`config.mk`:
```
export PLATFORM = sky130hd
export DESIGN_NAME = ustc_fan_pack
export DESIGN_NICKNAME = d
export VERILOG_FILES = /design/src/rtl/ustc_fan_pkg.sv /design/src/rtl/ustc_fan_line_reg.sv /design/src/rtl/ustc_fan_pack.sv
export SDC_FILE = /design/constraint.sdc
export NUM_CORES = 2
export LEC_CHECK = 0
export ABC_AREA = 1
export BUFFER_PORTS_ARGS = -buffer_cell sky130_fd_sc_hd__buf_2
export CAP_MARGIN = 10
export CORE_MARGIN = 5
export CORE_UTILIZATION = 50
export CTS_CLUSTER_DIAMETER = 120
export DETAILED_ROUTE_END_ITERATION = 6
export GPL_ROUTABILITY_DRIVEN = 0
export PLACE_DENSITY = 0.71
export SLEW_MARGIN = 25
export SYNTH_ARGS = -nofsm -noshare
export SYNTH_HDL_FRONTEND = slang
export SYNTH_SLANG_ARGS = --single-unit
```
`constraint.sdc`:
```
create_clock -name clk -period 38 [get_ports clk]
set_input_delay 3.8 -clock clk [delete_from_list [all_inputs] [get_ports clk]]
set_output_delay 3.8 -clock clk [all_outputs]
set_load 0.01 [all_outputs]
```
`src/rtl/ustc_fan_pkg.sv`:
```
// Shared definitions for the FAN packer and reduction network: lane control
// bit positions, default widths, FSM state type and lane placement helper.
package ustc_fan_pkg;

  localparam int DW_DATA_DEF = 8;
  localparam int DW_ROW_DEF  = 4;
  localparam int DW_CTRL_DEF = 4;
  localparam int NUM_IN_DEF  = 32;

  localparam int CTRL_VALID = 3;
  localparam int CTRL_CONT  = 2;
  localparam int CTRL_START = 1;
  localparam int CTRL_END   = 0;

  typedef enum logic {
    S_FILL = 1'b0,
    S_HOLD = 1'b1
  } pack_state_e;

  // Lane 0 sits at the top of the packed line; returns the LSB of lane `lane`.
  function automatic int lane_lsb(input int lane, input int num_in, input int dw_line);
    return (num_in - 1 - lane) * dw_line;
  endfunction

endpackage

```
`src/rtl/ustc_fan_line_reg.sv`:
```
// Output holding register between the packer and the FAN network.
// free_o tells the packer the slot can take a new line on this edge.
module ustc_fan_line_reg
  import ustc_fan_pkg::*;
#(
  parameter int W = NUM_IN_DEF * (DW_DATA_DEF + DW_ROW_DEF + DW_CTRL_DEF)
) (
  input  logic         clk,
  input  logic         rst,
  input  logic         load_i,
  input  logic [W-1:0] line_i,
  input  logic         ready_i,
  output logic         valid_o,
  output logic [W-1:0] line_o,
  output logic         free_o
);

  logic         valid_q;
  logic [W-1:0] line_q;

  assign free_o  = !valid_q || ready_i;
  assign valid_o = valid_q;
  assign line_o  = line_q;

  // A load wins over a consume so back-to-back lines keep valid high.
  always_ff @(posedge clk or posedge rst) begin
    if (rst) begin
      valid_q <= 1'b0;
      line_q  <= '0;
    end else if (load_i) begin
      valid_q <= 1'b1;
      line_q  <= line_i;
    end else if (ready_i) begin
      valid_q <= 1'b0;
    end
  end

endmodule

```
`src/rtl/ustc_fan_pack.sv`:
```
// Packs a row-sorted (row, product) stream into NUM_IN-lane lines with
// group-delimiting control flags; the build line is double-buffered with the output.
module ustc_fan_pack
  import ustc_fan_pkg::*;
#(
  parameter int DW_DATA = DW_DATA_DEF,
  parameter int DW_ROW  = DW_ROW_DEF,
  parameter int DW_CTRL = DW_CTRL_DEF,
  parameter int DW_LINE = DW_DATA + DW_ROW + DW_CTRL,
  parameter int NUM_IN  = NUM_IN_DEF
) (
  input  logic                      clk,
  input  logic                      rst,
  input  logic                      in_valid,
  output logic                      in_ready,
  input  logic [DW_DATA-1:0]        in_data,
  input  logic [DW_ROW-1:0]         in_row,
  input  logic                      in_last,
  output logic                      out_valid,
  input  logic                      out_ready,
  output logic [NUM_IN*DW_LINE-1:0] out
);

  localparam int PTR_W   = $clog2(NUM_IN);
  localparam int END_BIT = DW_DATA + DW_ROW + CTRL_END;
  localparam logic [PTR_W-1:0] PTR_LAST = PTR_W'(NUM_IN - 1);

  pack_state_e                state_q;
  logic [PTR_W-1:0]           ptr_q;
  logic [DW_LINE-1:0]         build_q [NUM_IN];
  logic [DW_LINE-1:0]         build_d [NUM_IN];
  logic [DW_ROW-1:0]          prev_row_q;
  logic                       open_q;
  logic                       cont_pend_q;
  logic                       accept, last_lane, row_chg, close_line, slot_free, load;
  logic [DW_CTRL-1:0]         ctrl;
  logic [NUM_IN*DW_LINE-1:0]  line_flat;

  assign in_ready   = (state_q == S_FILL);
  assign accept     = in_valid && in_ready;
  assign last_lane  = (ptr_q == PTR_LAST);
  assign row_chg    = (in_row != prev_row_q);
  assign close_line = accept && (in_last || last_lane);
  assign load       = slot_free && (close_line || state_q == S_HOLD);

  always_comb begin
    ctrl             = '0;
    ctrl[CTRL_VALID] = 1'b1;
    ctrl[CTRL_START] = (ptr_q == '0) || row_chg;
    ctrl[CTRL_CONT]  = (ptr_q == '0) && cont_pend_q && open_q && !row_chg;
    ctrl[CTRL_END]   = in_last || last_lane;
  end

  // A row change also terminates the group sitting in the previous lane.
  always_comb begin
    build_d = build_q;
    if (accept) begin
      build_d[ptr_q] = {ctrl, in_row, in_data};
      if (row_chg && ptr_q != '0) begin
        build_d[ptr_q - PTR_W'(1)][END_BIT] = 1'b1;
      end
    end
  end

  always_comb begin
    line_flat = '0;
    for (int k = 0; k < NUM_IN; k++) begin
      line_flat[lane_lsb(k, NUM_IN, DW_LINE) +: DW_LINE] = build_d[k];
    end
  end

  always_ff @(posedge clk or posedge rst) begin
    if (rst) begin
      state_q     <= S_FILL;
      ptr_q       <= '0;
      prev_row_q  <= '0;
      open_q      <= 1'b0;
      cont_pend_q <= 1'b0;
      for (int k = 0; k < NUM_IN; k++) build_q[k] <= '0;
    end else begin
      if (accept) begin
        prev_row_q <= in_last ? '0 : in_row;
        open_q     <= !in_last;
        ptr_q      <= close_line ? '0 : ptr_q + PTR_W'(1);
        if (close_line) cont_pend_q <= !in_last;
      end
      if (load) begin
        state_q <= S_FILL;
        for (int k = 0; k < NUM_IN; k++) build_q[k] <= '0;
      end else begin
        for (int k = 0; k < NUM_IN; k++) build_q[k] <= build_d[k];
        if (close_line) state_q <= S_HOLD;
      end
    end
  end

  ustc_fan_line_reg #(
    .W(NUM_IN * DW_LINE)
  ) u_line_reg (
    .clk    (clk),
    .rst    (rst),
    .load_i (load),
    .line_i (line_flat),
    .ready_i(out_ready),
    .valid_o(out_valid),
    .line_o (out),
    .free_o (slot_free)
  );

endmodule
```
* Yosys cells after proc, flatten, opt, wreduce, memory -nomap -nowiden *
Index checks and enable logic that the tools add are counted.
Widths: inputs -> output; s select.

word-level totals
  logic and storage cells = 86
  bits in registers = 1037

cells by class
  reductions and logical operators = 21
  equal/unequal tests = 2
  $add $sub $neg = 2
  bitwise operators = 4
  mux-type cells = 14
  magnitude comparators = 4

operators by type and width
  cell                 count
  $mux 512             3
  $bwmux 512           1
  $or 512x512->512     1
  $demux 16 s5         2
  $mux 16              1
  $mux 13              1
  $ge 6x6->1 const B   2
  $lt 6x1->1 const B   2
  $not 5->6            2
  $logic_and 1x1->1    9
  $add 5x1->5 const B  1
  $eq 5x5->1 const B   1
  $logic_not 5->1      1
  $mux 5               1
  $reduce_bool 5->1    1
  $sub 5x1->5 const B  1
  $logic_or 1x1->1     4
  $mux 1               4
  $mux 4               1
  $ne 4x4->1           1
  $reduce_bool 2->1    2
  $logic_not 1->1      3
  $reduce_and 2->1     1
  $not 1->1            1

* Logic depth before layout (Yosys ltp) *
  depth in word-level cells = 10
  mapped depth = 15
  gate-level depth less buffers = 11

* Modules after synthesis *
A second synthesis with hierarchy kept.

unflattened totals
  cell total of the unflattened synthesis = 5042
  area total of the unflattened synthesis = 43784.5 sq um

by module, submodules not included
  module             instances  cells an instance  area each (sq um)
  ustc_fan_pack      1          2875               24280.8
  ustc_fan_line_reg  1          2167               19503.7

* Least setup slack after synthesis *
OpenSTA, ideal clock, no wires.

  path type = input to register
  start = input in_valid
  end = register u_line_reg.line_q[29] (netlist: u_line_reg.line_o[29])
  setup slack = 32.912 ns
  path buffers = 4
  library setup time = 0.124 ns
  cell stages on the path = 11
  data arrival time = 4.964 ns
  data required time = 37.876 ns
  cell sequence = nand2_1 > nor2_2 > nor2_2 > nor2_4 > inv_4 > buf_6 > buf_6 > buf_2 > buf_4 > nand2_1 > nand2_1

between the ends
  cells in the longest elaborated chain, start to end = 4
  elaborated cells on any way between the ends = 5

RTL lines
  element                 line                     source
  start: declaration      ustc_fan_pack.sv:14      input logic in_valid,
  $logic_and 1x1->1 (*)   ustc_fan_pack.sv:40      assign accept = in_valid && in_ready;
  $logic_and 1x1->1       ustc_fan_pack.sv:43      assign close_line = accept && (in_last || last_lane);
  $logic_or 1x1->1        ustc_fan_pack.sv:44      assign load = slot_free && (close_line || state_q == S_HOLD);
  $logic_and 1x1->1       ustc_fan_pack.sv:44
  end signal: assignment  ustc_fan_line_reg.sv:32  line_q <= line_i;
  end: declaration        ustc_fan_line_reg.sv:19  logic [W-1:0] line_q;

Every way passes the cells marked *; elsewhere a longest branch is shown, timed or not.
A chain may end at the register's enable or synchronous reset.

* Worst setup path after layout *
  start = input in_valid
  end = register u_line_reg.line_q[98] (netlist: u_line_reg.line_o[98])

The elaborated chain is that of the path after synthesis.

==> results by group <==
Outcome
  – Outcome: complete, no violations

Clock tree
  – Cts hold-fix bufs: 0
  – CTS clk-pin slew, worst paths: 0.06 ns
  – # resized after CTS: 0
  – Skew-Pair Late Insertion Delay: 0.67 ns
  – Root buffer cell: clkbuf_16
  – Setup repair bufs after CTS: 0
  – Clock Path Buffers: 3
  – Sink Count: 1,037
  – Num CTS Buffers: 105
  – H-tree depth: 3
  – TritonCTS clock tree: yes

Power
  – Peak supply drop: 0.0562 mV
  – PD cells: 59.0 nW/um^2
  – P_leak: 24.0 nW

Placement
  – Pre-CTS setup slack: 29.16 ns
  – Port bufs: 530
  – Post-DP HPWL: 68.9 mm

Timing
  – Final cycle utilization of the critical path: 20.9%
  – Min Clock Period, post-route: 7.95 ns
  – RSZ-0062 raised after global routing: no
  – Least-Margin Pin Slew: 1.13 ns
  – Final setup TNS: 0 ns
  – Worst Skew: approximately 0.039 ns
  – Fmax: 126 MHz
  – Hold Violations, Final: 0
  – Worst setup margin: 30.05 ns
  – Setup violators final: 0
  – Slew headroom: 24.3%
  – Max-slew violation count: 0

Synth
  – Synth warn: 0
  – Post-synth EDFFs: 0
  – Synth async-reset ratio: between 90% and 100%
  – Syn Std Cell Area: 39,600 um^2
  – Distinct cell type count after synthesis: 31
  – Number of synthesized register bits: 1,037
  – Top_reg_cell synth: dfrtp_1
  – Syn_nets: 4,168
  – Syn Inst Count: just over 4,000
  – Sequential share of the synthesized area: 65.5%
  – Synthesized area per cell: 9.56 um^2

Critical path
  – Setup CP Type: input pin to flip-flop
  – Crit end category: flip-flop
  – CP required: ~38 ns
  – Cell breakdown of the critical path: buf_2 -> nand2_1 -> nor2_2 -> nor2_2 -> nor2_4 -> buf_6 -> clkinv_16 -> buf_4 -> buf_4 -> nand2_1 -> o21ai_0
  – Arr. time, crit path: approximately 8.4 ns
  – Worst setup SP type: input pin
  – Delay of the slowest critical-path stage: 0.87 ns
  – Crit path buf inv count: 5
  – CP max stage cell: nor2_2
  – Delay-heaviest family, CP: buffers and inverters
  – Crit-path max FO: 367

Finish
  – Commonest non-fill, non-tap cell in the layout: nand2_1
  – Share of cells above drive strength 1: about 18%
  – Register area: 25,900 um^2
  – Area growth from synthesis to final layout: 17.1%
  – Area taken by multi-input logic gates: ~12,000 um^2
  – Fin nets: 4,556
  – Fill count: 6,756
  – Commonest cells after routing, fill and taps aside: nand2_1 (1,169), dfrtp_1 (1,037), o21ai_0 (784)

Floorplan
  – Core Area: 78,700 um^2
  – Die H: between 200 and 300 um
  – Ports: 531
  – Rows: 103
  – DIE AREA: approximately 85,000 um^2
  – Starting Density: 50.3%
  – Die Wd: 291 um

Global routing
  – GR Overflow Total: 0
  – Initial antenna violation count: 6
  – Largest net degree at the start of global routing: 368
  – Vias in the first global route: 28,803
  – Tot GR Track Use: 25.7%
  – Global-route wire length before repair: 173 mm

Routing
  – Via density: 5.27
  – # DRC: 0
  – Antenna-violating nets left: 0
  – WL per Instance: 19.7 um
  – DRT Pass-1 Iters: 6
  – Via count: ~30,000
  – DRT Wirelength: ~110 mm
  – Drt first-iter violations: between 2,000 and 3,000

Min path
  – Hold crit path type: flip-flop to flip-flop

Run
  – # Max-Cap Violations: 0
## layout make-up
class / instances / area share, %
multi-input cells: 2731 / 26.0
diodes: 2 / 0.0108
clock buffers: 153 / 6.74
clock inverters: 41 / 1.22
inverters: 90 / 0.807
repair buffers: 565 / 6.46
flip-flops and latches: 1037 / 56.0
well taps: 1050 / 2.83
## layer usage
metal  wire length (um)  part of all wire (%)  GRT usage, %  vias up
li1                   -                     -             -    14148
met1              47900                    43          36.5    14570
met2              51900                    47          40.2      982
met3               8280                   7.4          5.49      168
met4               3450                   3.1          8.09        6
met5                 43                 0.039             0        -
## where the power goes
part,switching (mW),internal (mW)
Sequential,0.0550,1.21
Clock,0.442,0.647
Combinational,0.274,0.110
## flip-flops by register name (all words and copies together), names as in the netlist
signal              cells
u_line_reg.line_o     512
build_q               512
prev_row_q              4
state_q                 1
u_line_reg.valid_o      1
ptr_q                   5
open_q                  1
cont_pend_q             1
## cells in the mapped netlist (2+ instances only)
cell | count | area share, %
inv_2 | 31 | 0.29
nor2_4 | 10 | 0.28
o21ai_0 | 784 | 9.9
nor3_1 | 5 | 0.063
buf_1 | 19 | 0.18
nand2_1 | 1169 | 11
o21ai_1 | 39 | 0.49
nand2_2 | 4 | 0.063
nand4_1 | 5 | 0.079
and2_1 | 41 | 0.65
o21bai_1 | 32 | 0.61
o22ai_1 | 54 | 0.85
clkbuf_2 | 4 | 0.051
inv_1 | 57 | 0.54
buf_2 | 130 | 1.6
dfrtp_1 | 1037 | 66
nor2_1 | 487 | 4.6
clkbuf_1 | 121 | 1.1
or2_2 | 12 | 0.19
a21oi_1 | 4 | 0.051
buf_4 | 8 | 0.15
ha_1 | 9 | 0.28
nor2_2 | 6 | 0.095
nand3_1 | 42 | 0.53
o211ai_1 | 22 | 0.42
o31ai_1 | 4 | 0.076
buf_6 | 2 | 0.057
## worst reg2reg max path, delay by kind of cell, from the launching register on
family,cells,cell delay (ns)
buffers and inverters,4,2.77
DFF,1,0.45
adders and majority gates,2,0.45
AOI/OAI and AO/OA,1,0.31
and+or+nand+nor,6,1.46
## through the flow
stage / area (um^2) / cells / util [%] / total power [mW] / hold WS (ns)
floorplan: 39600 / 4142 / - / 1.51 / 0.449
global placement: 42600 / 5471 / 54.1 / 1.65 / 0.458
detailed placement: 42600 / 5472 / 54.1 / 1.66 / 0.460
CTS: 46300 / 5666 / 58.8 / 2.75 / 0.475
global route: 46400 / 5667 / 58.9 / 2.85 / 0.486
finish: 46400 / 5669 / 58.9 / 2.74 / 0.473
## cell families after synthesis
| group | share of synthesized area [%] |
|---|---|
| buffers and inverters | 4.09 |
| AOI/OAI and AO/OA | 12.4 |
| adders and majority gates | 0.284 |
| DFF | 65.5 |
| and+or+nand+nor | 17.7 |
| xor gates and xnor gates | 0.0221 |
## final timing paths
path	start	endpoint	slack [ns]	depth (start not counted)
max in group asynchronous	rst	build_q[344]	30.83	6
hold / removal	u_line_reg.line_o[300]	u_line_reg.line_o[300]	0.47	2
setup reg to reg	ptr_q[1]	u_line_reg.line_o[114]	32.37	13
min in group asynchronous	rst	u_line_reg.line_o[55]	3.26	2
setup / recovery	in_valid	u_line_reg.line_o[98]	30.05	11
hold reg to reg	u_line_reg.line_o[300]	u_line_reg.line_o[300]	0.47	2
No activity file was read; power rests on OpenSTA's default activity.
